==> src/rtl/regfile_wb_arbiter.sv <==
// -----------------------------------------------------------------------------
// regfile_wb_arbiter
//   Round-robin arbiter that shares the single register-file write port
//   between the ALU (req0) and the load unit (req1). A transfer happens on a
//   posedge where reqN_valid and reqN_ready are both 1. The granted write is
//   presented on the registered write-port outputs for exactly the following
//   cycle. Writes to register 0 are accepted but never issued.
//
// Ports
//   clk, rst_n                 clock, asynchronous active-low reset
//   req0_valid/addres/data     ALU writeback request
//   req0_ready                 ALU grant (combinational)
//   req1_valid/addres/data     load-unit writeback request
//   req1_ready                 load-unit grant (combinational)
//   signal_we                  register-file write enable (registered)
//   addres_write, data_write   register-file write address/data (registered)
//   conflict_cnt               saturating count of cycles with both requesters valid
//
// State (priority pointer)
//   state | meaning
//   LAST0 | req0 granted most recently, req1 wins the next conflict
//   LAST1 | req1 granted most recently (reset value), req0 wins the next conflict
// -----------------------------------------------------------------------------
module regfile_wb_arbiter #(
    parameter int WORD_SIZE = 32,
    parameter int ADDRES    = $clog2(WORD_SIZE)
) (
    input  logic                 clk,
    input  logic                 rst_n,
    input  logic                 req0_valid,
    input  logic [ADDRES-1:0]    req0_addres,
    input  logic [WORD_SIZE-1:0] req0_data,
    output logic                 req0_ready,
    input  logic                 req1_valid,
    input  logic [ADDRES-1:0]    req1_addres,
    input  logic [WORD_SIZE-1:0] req1_data,
    output logic                 req1_ready,
    output logic                 signal_we,
    output logic [ADDRES-1:0]    addres_write,
    output logic [WORD_SIZE-1:0] data_write,
    output logic [15:0]          conflict_cnt
);

    typedef enum logic {LAST0 = 1'b0, LAST1 = 1'b1} ptr_t;

    ptr_t                 state;
    ptr_t                 state_next;
    logic                 grant0;
    logic                 grant1;
    logic [ADDRES-1:0]    sel_addres;
    logic [WORD_SIZE-1:0] sel_data;

    always_ff @(posedge clk or negedge rst_n) begin
        if (!rst_n) begin
            state <= LAST1;
        end else begin
            state <= state_next;
        end
    end

    // Grants are gated by rst_n so nothing is handshaked while reset is held.
    always_comb begin
        grant0     = 1'b0;
        grant1     = 1'b0;
        state_next = state;
        if (rst_n) begin
            if (req0_valid && !req1_valid) begin
                grant0 = 1'b1;
            end else if (req1_valid && !req0_valid) begin
                grant1 = 1'b1;
            end else if (req0_valid && req1_valid) begin
                if (state == LAST1) begin
                    grant0 = 1'b1;
                end else begin
                    grant1 = 1'b1;
                end
            end
        end
        if (grant0) begin
            state_next = LAST0;
        end else if (grant1) begin
            state_next = LAST1;
        end
    end

    assign req0_ready = grant0;
    assign req1_ready = grant1;
    assign sel_addres = grant1 ? req1_addres : req0_addres;
    assign sel_data   = grant1 ? req1_data   : req0_data;

    // Register 0 is hardwired: the transfer completes but the port stays idle
    // and the last address/data are left untouched.
    always_ff @(posedge clk or negedge rst_n) begin
        if (!rst_n) begin
            signal_we    <= 1'b0;
            addres_write <= '0;
            data_write   <= '0;
        end else if ((grant0 || grant1) && (sel_addres != '0)) begin
            signal_we    <= 1'b1;
            addres_write <= sel_addres;
            data_write   <= sel_data;
        end else begin
            signal_we    <= 1'b0;
        end
    end

    always_ff @(posedge clk or negedge rst_n) begin
        if (!rst_n) begin
            conflict_cnt <= 16'h0000;
        end else if (req0_valid && req1_valid && (conflict_cnt != 16'hFFFF)) begin
            conflict_cnt <= conflict_cnt + 16'h0001;
        end
    end

endmodule

==> config.mk <==
export PLATFORM = sky130hd
export DESIGN_NAME = regfile_wb_arbiter
export DESIGN_NICKNAME = d
export VERILOG_FILES = /design/src/rtl/regfile_wb_arbiter.sv
export SDC_FILE = /design/constraint.sdc
export NUM_CORES = 1
export LEC_CHECK = 0
export CELL_PAD_IN_SITES_DETAIL_PLACEMENT = 0
export CELL_PAD_IN_SITES_GLOBAL_PLACEMENT = 1
export CORE_MARGIN = 4
export CORE_UTILIZATION = 32
export DETAILED_ROUTE_END_ITERATION = 12
export GPL_TIMING_DRIVEN = 0
export HOLD_SLACK_MARGIN = 0.12
export PLACE_DENSITY_LB_ADDON = 0.1
export SLEW_MARGIN = 40
export SYNTH_ARGS = -nofsm -noshare
export SYNTH_HDL_FRONTEND = slang
export SYNTH_SLANG_ARGS = --single-unit
==> constraint.sdc <==
create_clock -name clk -period 2.3 [get_ports clk]
set_clock_uncertainty 0.2 [all_clocks]
set_input_delay 0.69 -clock clk [delete_from_list [all_inputs] [get_ports clk]]
set_output_delay 0.69 -clock clk [all_outputs]
set_load 0.01 [all_outputs]
[After elaboration in Yosys (flattened, before gate mapping)]
Index checks and enable logic that the tools add are counted.
Operators by class
  muxes and demuxes: 15
  $add $sub $neg: 1
  reduce and logical (&&, ||, !) cells: 10
  eq/ne operators: 1
Operator list (count)
  32-bit two-way mux: 1
  16-bit by 1-bit adder with 16-bit output (second input constant): 1
  16-bit != test (second input constant): 1
  1-bit two-way mux: 13
  1-bit logical AND: 5
  5-bit two-way mux: 1
  5-bit nonzero test: 1
  1-bit logical NOT: 2
  2-bit nonzero test: 1
  1-bit logical OR: 1
Storage, ports and cells
  bits of input ports: 78
  word-level logic and storage cells: 32
  register bits: 55
  output and inout port bits: 56

[Logic depth before layout (Yosys ltp)]
  word-level depth: 9
  depth in mapped cells: 6
  depth with buffers taken out: 5

[Worst setup path before layout]
Ideal clock, no wire load.
  path type: input to register
  start: input req1_valid
  end: register data_write[28]
  data arrival time: 2.101 ns
  buffers on the path: 2
  path slack: -0.126 ns
  required time: 1.975 ns
  library setup time: 0.125 ns
  stages on the path: 6
  cells stage by stage: and2_1 buf_4 nand2_2 buf_1 mux2_2 mux2_4
Between the ends
  longest elaborated chain between the ends: 8
  elaborated cells on any way between the ends: 17
  those cells by class: mux (10); reduce/logical (7)
Ends and longest elaborated chain
  from (decl): RTL line 34  | input logic req1_valid,
  1-bit logical AND: RTL line 71  | end else if (req0_valid && req1_valid) begin
  1-bit two-way mux: RTL line 71
  1-bit two-way mux: RTL line 69  | end else if (req1_valid && !req0_valid) begin
  1-bit two-way mux: RTL line 67  | if (req0_valid && !req1_valid) begin
  1-bit two-way mux: RTL line 66  | if (rst_n) begin
  5-bit two-way mux: RTL line 88  | assign sel_addres = grant1 ? req1_addres : req0_addres;
  5-bit nonzero test: RTL line 98  | end else if ((grant0 || grant1) && (sel_addres != '0)) begin
  1-bit logical AND: RTL line 98
  to (signal assigned): RTL line 101  | data_write <= sel_data;
  to (decl): RTL line 40  | output logic [WORD_SIZE-1:0] data_write,
Parallel ways exist; a longest one is shown, timed or not.
A chain may end at the register's enable or synchronous reset.

[Worst setup path after layout]
  start: input rst_n
  end: output req0_ready
Between the ends
  longest elaborated chain between the ends: 1
Ends and longest elaborated chain
  from (decl): RTL line 29  | input logic rst_n,
  1-bit two-way mux: RTL line 66
  to (decl): RTL line 33  | output logic req0_ready,
No other way between the ends.

==> flow_summary.ini <==
[clock_tree]
tritoncts = done
worst_setup_hold_path_clk_slew_ns = 0.09
clock_latency_ns = 0.30
tritoncts_num_sinks = 55
ctsHtreeMaxLevel = 2
cts_buffers = 5
clockRootBuffer = sky130_fd_sc_hd__clkbuf_8
cts_buffer_depth = 2

[timing]
rsz_0062_raised_after_global_routing = no
setup-violations-final = 0
tightest_slew_ns = 0.7086
drv_slew = 0
max-slew-margin-rel_pct = 52.33
min_period_over_period_pct = 98.52
final-hold-violation-count = 0
final.min_clock_period_ns = 2.266
fin_hold_ws_ns = 0.2884
max_freq_ghz = 0.4413
finalSetupTns_ns = 0

[worst_setup_path]
worst-endpoint-required_ns = 1.41
critical_path.startpoint_type = input pin
timing_worst_setup_path_type = input pin to output port
worst_ep_arrival_time_ns = 1.38
endpoint_kind = output port
max_stage_delay_ns = 0.13
critPathMaxFanout = 5
path_cells = buf_16, buf_16, buf_6, o21ai_4, buf_8, nor2_4, buf_6
slowest_stage = sky130_fd_sc_hd__buf_8

[placement]
port_buffers = 133
hpwl_after_dpl_um = 5849
placed_cells_incl_taps = 467
routabilityCongestion = 0.7364
placed_area_um2 = 4432

[grt]
total_gr_overflow = 0
via_count_of_the_first_global_routing_pass = 2512
grt_first_pass_wirelength_um = 13370
grt_start_max_net_pins = 21
grt_util_met3_pct = 3.794
grt_antenna_before_repair = 0
globalRouteMet2Util_pct = 25.86
grt-busiest-layer = met2
groute.layer.met1.usage_pct = 19.31
gr-usage-all-layers_pct = 15.10

[die]
initial_utilization_pct = 33.36
design.die.area_um2 = 10780
num_rows = 34
die_w_um = 103.8
dieHeight_um = 103.8
core-area_um2 = 8806
floorplan.io_pins = 134

[layout]
drive_above_1_share_pct = 34.27
nets = 469
insertedDiodeCount = 0
final_design_area_no_fill_um2 = 4938
post_layout_nonfiller_instances = 499
area_growth_syn_to_layout_pct = 68.10

[logic_synthesis]
synth-async-reset-ratio_pct = 100.0
synth_warnings = 0
synthMostInstantiatedCell = sky130_fd_sc_hd__dfrtp_1
synth_nets = 304
syn-mean-instance-area_um2 = 13.06
synth_seq_area_share_pct = 46.89
cell_types_with_the_largest_area_share_after_synthesis = sky130_fd_sc_hd__dfrtp_1 (46%), sky130_fd_sc_hd__mux2_2 (15%), sky130_fd_sc_hd__mux2_4 (14%)
ys.flop_type = sky130_fd_sc_hd__dfrtp_1
synth.lib_cells_used.distinct = 41
cell_area_after_technology_mapping_um2 = 2938
post_synth_most_frequent_cells = sky130_fd_sc_hd__dfrtp_1 (54), sky130_fd_sc_hd__mux2_2 (38), sky130_fd_sc_hd__mux2_4 (28), sky130_fd_sc_hd__xnor2_1 (12)
postSynthCellCount = 225
synth_area_leader_cell = sky130_fd_sc_hd__dfrtp_1
yosys_register_bits = 55
post-synth-top-area-fraction_pct = 46.00
synth_edf_count = 0

[power_and_ir_drop]
power_density_nw_per_um2 = 595.3
power_frac_comb_pct = 38.0
seq_power_share_pct = 43.9
total_power_mw = 2.940
leakage_nw = 2.071
switchingPower_mw = 0.8512
switching_portion_of_total_power_pct = 28.95
clock_power_share_pct = 18.1
internal_power_mw = 2.089
power.ir.vdd_worst_mv = 0.4211

[routing]
ant_nets = 0
drt_pre_antenna_iters = 4
finalWirelength_um = 8303
detailedRoute.firstIterationViolations = 37
drt_drc_violations_left = 0
drt-wirelength-per-cell_um = 16.64
via_count = 2396
avgViaCountPerCell = 4.802

[flow_run]
max_cap_violations = 0

[outcome]
outcome = finished clean

[min_path]
hold_path_class = input pin to asynchronous set/reset pin
per-stage QoR:
| stage | utilization, % | setup WS (ns) |
|---|---|---|
| 6_report | 56.08 | 0.03401 |
| 5_1_grt | 56.08 | 0.002531 |
| 3_5_place_dp | 50.33 | -1.125 |
| 4_1_cts | 55.57 | -0.1183 |
| 3_3_place_gp | 50.13 | -3.512 |
| 2_1_floorplan | - | -0.01415 |
final cells by class:
class                   instances  area (um^2)
fillers                       761         3867
repair buffers                159         1679
multi-input cells             158         1543
flip-flops and latches         55         1386
well taps                     108        135.1
plain buffers                   7        92.59
clock buffers                   6        72.57
inverters                       4        17.52
clock inverters                 2        12.51
path summary, 6_finish.rpt:
kind | from | to | slack [ns] | cells past startpoint
hold reg to reg | data_write[3] | data_write[3] | 0.31 | 1
hold / removal | rst_n | data_write[7] | 0.29 | 4
max in group asynchronous | rst_n | conflict_cnt[2] | 0.70 | 2
setup reg to reg | state | data_write[29] | 0.19 | 6
setup / recovery | rst_n | req0_ready | 0.03 | 7
min in group clk | data_write[3] | data_write[3] | 0.31 | 1
flip-flops by register name, summed over array words and instances, names as in the netlist:
register,flops
data_write,32
conflict_cnt,16
addres_write,5
signal_we,1
state,1
placed cells by master (no fill, tap or decap), types with 2 or more instances in the layout:
cell | netlist | layout
sky130_fd_sc_hd__a21oi_1 | 5 | 5
sky130_fd_sc_hd__a311o_1 | 2 | 2
sky130_fd_sc_hd__and2_1 | 6 | 4
sky130_fd_sc_hd__and4_1 | 3 | 3
sky130_fd_sc_hd__buf_12 | 0 | 3
sky130_fd_sc_hd__buf_16 | 0 | 4
sky130_fd_sc_hd__buf_2 | 1 | 5
sky130_fd_sc_hd__buf_4 | 1 | 16
sky130_fd_sc_hd__buf_6 | 3 | 7
sky130_fd_sc_hd__bufbuf_16 | 0 | 3
sky130_fd_sc_hd__clkbuf_8 | 0 | 5
sky130_fd_sc_hd__clkdlybuf4s15_1 | 0 | 2
sky130_fd_sc_hd__clkdlybuf4s50_1 | 0 | 118
sky130_fd_sc_hd__dfrtp_1 | 54 | 47
sky130_fd_sc_hd__dfrtp_2 | 0 | 7
sky130_fd_sc_hd__dlygate4sd2_1 | 0 | 3
sky130_fd_sc_hd__dlygate4sd3_1 | 0 | 2
sky130_fd_sc_hd__inv_1 | 4 | 3
sky130_fd_sc_hd__mux2_2 | 38 | 38
sky130_fd_sc_hd__mux2_4 | 28 | 28
sky130_fd_sc_hd__mux2i_1 | 3 | 3
sky130_fd_sc_hd__nand2_1 | 9 | 8
sky130_fd_sc_hd__nand3_1 | 6 | 6
sky130_fd_sc_hd__nand4_1 | 9 | 9
sky130_fd_sc_hd__nor2_1 | 6 | 4
sky130_fd_sc_hd__nor2_4 | 0 | 2
sky130_fd_sc_hd__nor3_1 | 3 | 3
sky130_fd_sc_hd__nor4_1 | 2 | 2
sky130_fd_sc_hd__o2111ai_1 | 2 | 2
sky130_fd_sc_hd__o21ai_0 | 4 | 3
sky130_fd_sc_hd__o22ai_1 | 3 | 3
sky130_fd_sc_hd__or4_4 | 1 | 2
sky130_fd_sc_hd__xnor2_1 | 12 | 12
power by group through the flow:
stage	registers (mW)	logic [mW]	clock network, mW
2_1_floorplan	1.36	0.376	0
3_3_place_gp	1.30	1.02	0
3_5_place_dp	1.30	1.03	0
4_1_cts	1.29	1.12	0.554
5_1_grt	1.32	1.19	0.598
6_report	1.29	1.12	0.532
repair_timing:
item	4_1_cts	5_1_grt
buffers inserted	16	3
endpoints found under the hold margin	19	0
cloned	5	0
setup endpoints to repair	43	40
resized for setup	70	17
pin swaps	8	7
hold buffers	2	0
kinds of logic (layout without fill, tap and decap cells):
family                   count (synthesis)  count (layout)  synth area share, %
adder cells (fa/ha/maj)                  1               1               0.4258
flip-flops                              55              55                46.89
multiplexers                            69              69                29.90
AND/OR/NAND/NOR                         52              52                10.48
XOR/XNOR                                13              13                3.876
buffers and inverters                   12             178                2.470
AO/OA/AOI/OAI                           23              23                5.963
routing by layer:
layer	part of all wire, %	wire length (um)
met5	0	0
met4	0.46	38
met3	4.4	366
met2	50	4155
met1	45	3742
critical path: cells and delay by family:
kind                   cells  cell delay, ns
AO/OA/AOI/OAI              1            0.06
AND/OR/NAND/NOR            1            0.04
buffers and inverters      5            0.58
(Power assumes the default switching activity.)
==> variant: new RTL, config.mk and constraints unchanged <==
Put one more register stage on the output `conflict_cnt`. The value now appears one clock later. The other outputs are not delayed to match. Comments in the files are not updated.
--- a/src/rtl/regfile_wb_arbiter.sv
+++ b/src/rtl/regfile_wb_arbiter.sv
@@ -43,4 +43,6 @@
 
     typedef enum logic {LAST0 = 1'b0, LAST1 = 1'b1} ptr_t;
+
+    logic [15:0] conflict_cnt_s0;
 
     ptr_t                 state;
@@ -107,8 +109,12 @@
     always_ff @(posedge clk or negedge rst_n) begin
         if (!rst_n) begin
-            conflict_cnt <= 16'h0000;
-        end else if (req0_valid && req1_valid && (conflict_cnt != 16'hFFFF)) begin
-            conflict_cnt <= conflict_cnt + 16'h0001;
+            conflict_cnt_s0 <= 16'h0000;
+        end else if (req0_valid && req1_valid && (conflict_cnt_s0 != 16'hFFFF)) begin
+            conflict_cnt_s0 <= conflict_cnt_s0 + 16'h0001;
         end
+    end
+
+    always_ff @(posedge clk) begin
+        conflict_cnt <= conflict_cnt_s0;
     end
 
Check against the original RTL: not equivalent (Yosys sat finds a counterexample within 4 cycles, from zero or initial values and one cycle with rst_n low).
==> variant against the original RTL <==
  * Global-route usage shrank 0.16 points
  * Count of clock-buffer cells in the layout is 3 higher
  * Sequential cell count grew 16
  * Setup slack improved by 0.0041 ns
  * Synthesized area grew 13%
  * Routed wire length is 7.6% higher
  * Clock power increased by 110%
  * Via count rose by 5.7%
  * Power grew 38%
  * Cell area increased by 7.5%
  * Critical path type is now in2reg
==> variant: results (changes against the original RTL) <==
| Metric | Value |
|---|---|
| DR iter-0 viols | `116 (was 37)` |
| Share of cells above drive strength 1 | `0.300 (was 0.343)` |
| Syn Nets | `321 (was 304)` |
| FF+latch count, synth | `71 (was 55)` |
| Outcome | `finished clean (unchanged)` |
| Register area share after synthesis | `0.510 (was 0.469)` |
| WL per Instance | `16.6 µm (about the same)` |
| Top cells by count, synth | `dfrtp_1 (54), mux2_2 (38), mux2_4 (28) (unchanged)` |
| End point of the critical path | `data_write[19] (was req0_ready)` |
| Routability cong. | `0.725 (was 0.736)` |
| Vias per cell | `4.70 (was 4.80)` |
| Worst-path fanout max | `10 (was 5)` |
| Slew headroom | `0.571 (was 0.523)` |
| Unique masters post-synth | `45 (was 41)` |
| Top flop regs | `data_write (32), conflict_cnt (16), conflict_cnt_s0 (16) (was data_write (32), conflict_cnt (16), addres_write (5))` |
| H-Tree Depth | `3 (was 2)` |
| Seq area share | `0.320 (was 0.281)` |
| Synth Area per Inst | `13.8 µm² (was 13.1 µm²)` |
| Via count | `2533 (was 2396)` |
| Achievable frequency | `442 MHz (was 441 MHz)` |
| DP Cell Count | `507 (was 467)` |
| Pre-CTS WS | `-1.10 ns (was -1.13 ns)` |
| Power Density | `765 nW/µm² (was 595 nW/µm²)` |
| Cell family contributing the most delay on the critical path | `simple AND/OR/NAND/NOR gates (was buffers and inverters)` |
| Worst hold margin | `0.189 ns (was 0.288 ns)` |
| Worst-case reg-to-reg path depth | `7 (was 6)` |
| Vias in the first global route | `2608 (was 2512)` |
| Worst reg2reg path endpoint | `data_write[13] (was data_write[29])` |
| Net Sw Frac | `0.272 (was 0.290)` |
| Comb_multi_in | `156 (was 158)` |
| Synth area leaders | `dfrtp_1 (41%), mux2_2 (13%), mux2_4 (13%) (was dfrtp_1 (46%), mux2_2 (15%), mux2_4 (14%))` |
| Worst vdd ir | `414 µV (was 421 µV)` |
| Worst path arrival time | `2.29 ns (was 1.38 ns)` |
| Slowest CP cell | `or3_4 (was buf_8)` |
| Clk Latency, worst-skew pair | `0.34 ns (was 0.30 ns)` |
| Filler Cells Inserted | `881 (was 761)` |
| Placement Cell Area | `4830 µm² (was 4430 µm²)` |
| Post-DP HPWL | `6370 µm (was 5850 µm)` |
| Final nets | `480 (was 469)` |
| Clock-cell share of area | `0.0417 (was 0.0172)` |
| Number of I/O port buffers | `131 (was 133)` |
| Signal buffers share of area | `0.314 (was 0.359)` |
| P_leak | `2.27 nW (was 2.07 nW)` |
-- variant: repair_timing --
item,CTS,global route
gates cloned,3,0
setup endpoints to repair,35,14
pin swaps,6,1
buffers inserted,8,3
hold buffers,2,2
resized for setup,29,4
endpoints found under the hold margin,19,5
-- variant: layer usage --
metal | vias up | track usage | wire (µm)
li1 | 1213 | - | -
met1 | 1226 | 0.184 | 3900
met2 | 88 | 0.252 | 4290
met3 | 6 | 0.0454 | 676
met4 | 0 | 0.0427 | 70
met5 | - | 0 | 0
-- variant: cell families (layout without fill, tap and decap cells) --
| family | after synthesis | after routing | share of synthesized area |
|---|---|---|---|
| compound gates | 26 | 26 | 0.0597 |
| xor+xnor | 10 | 10 | 0.0263 |
| fa+ha+maj | 1 | 1 | 0.00376 |
| buf+inv | 15 | 179 | 0.0327 |
| flops | 71 | 71 | 0.510 |
| mux | 72 | 72 | 0.273 |
| simple gates | 47 | 47 | 0.0950 |
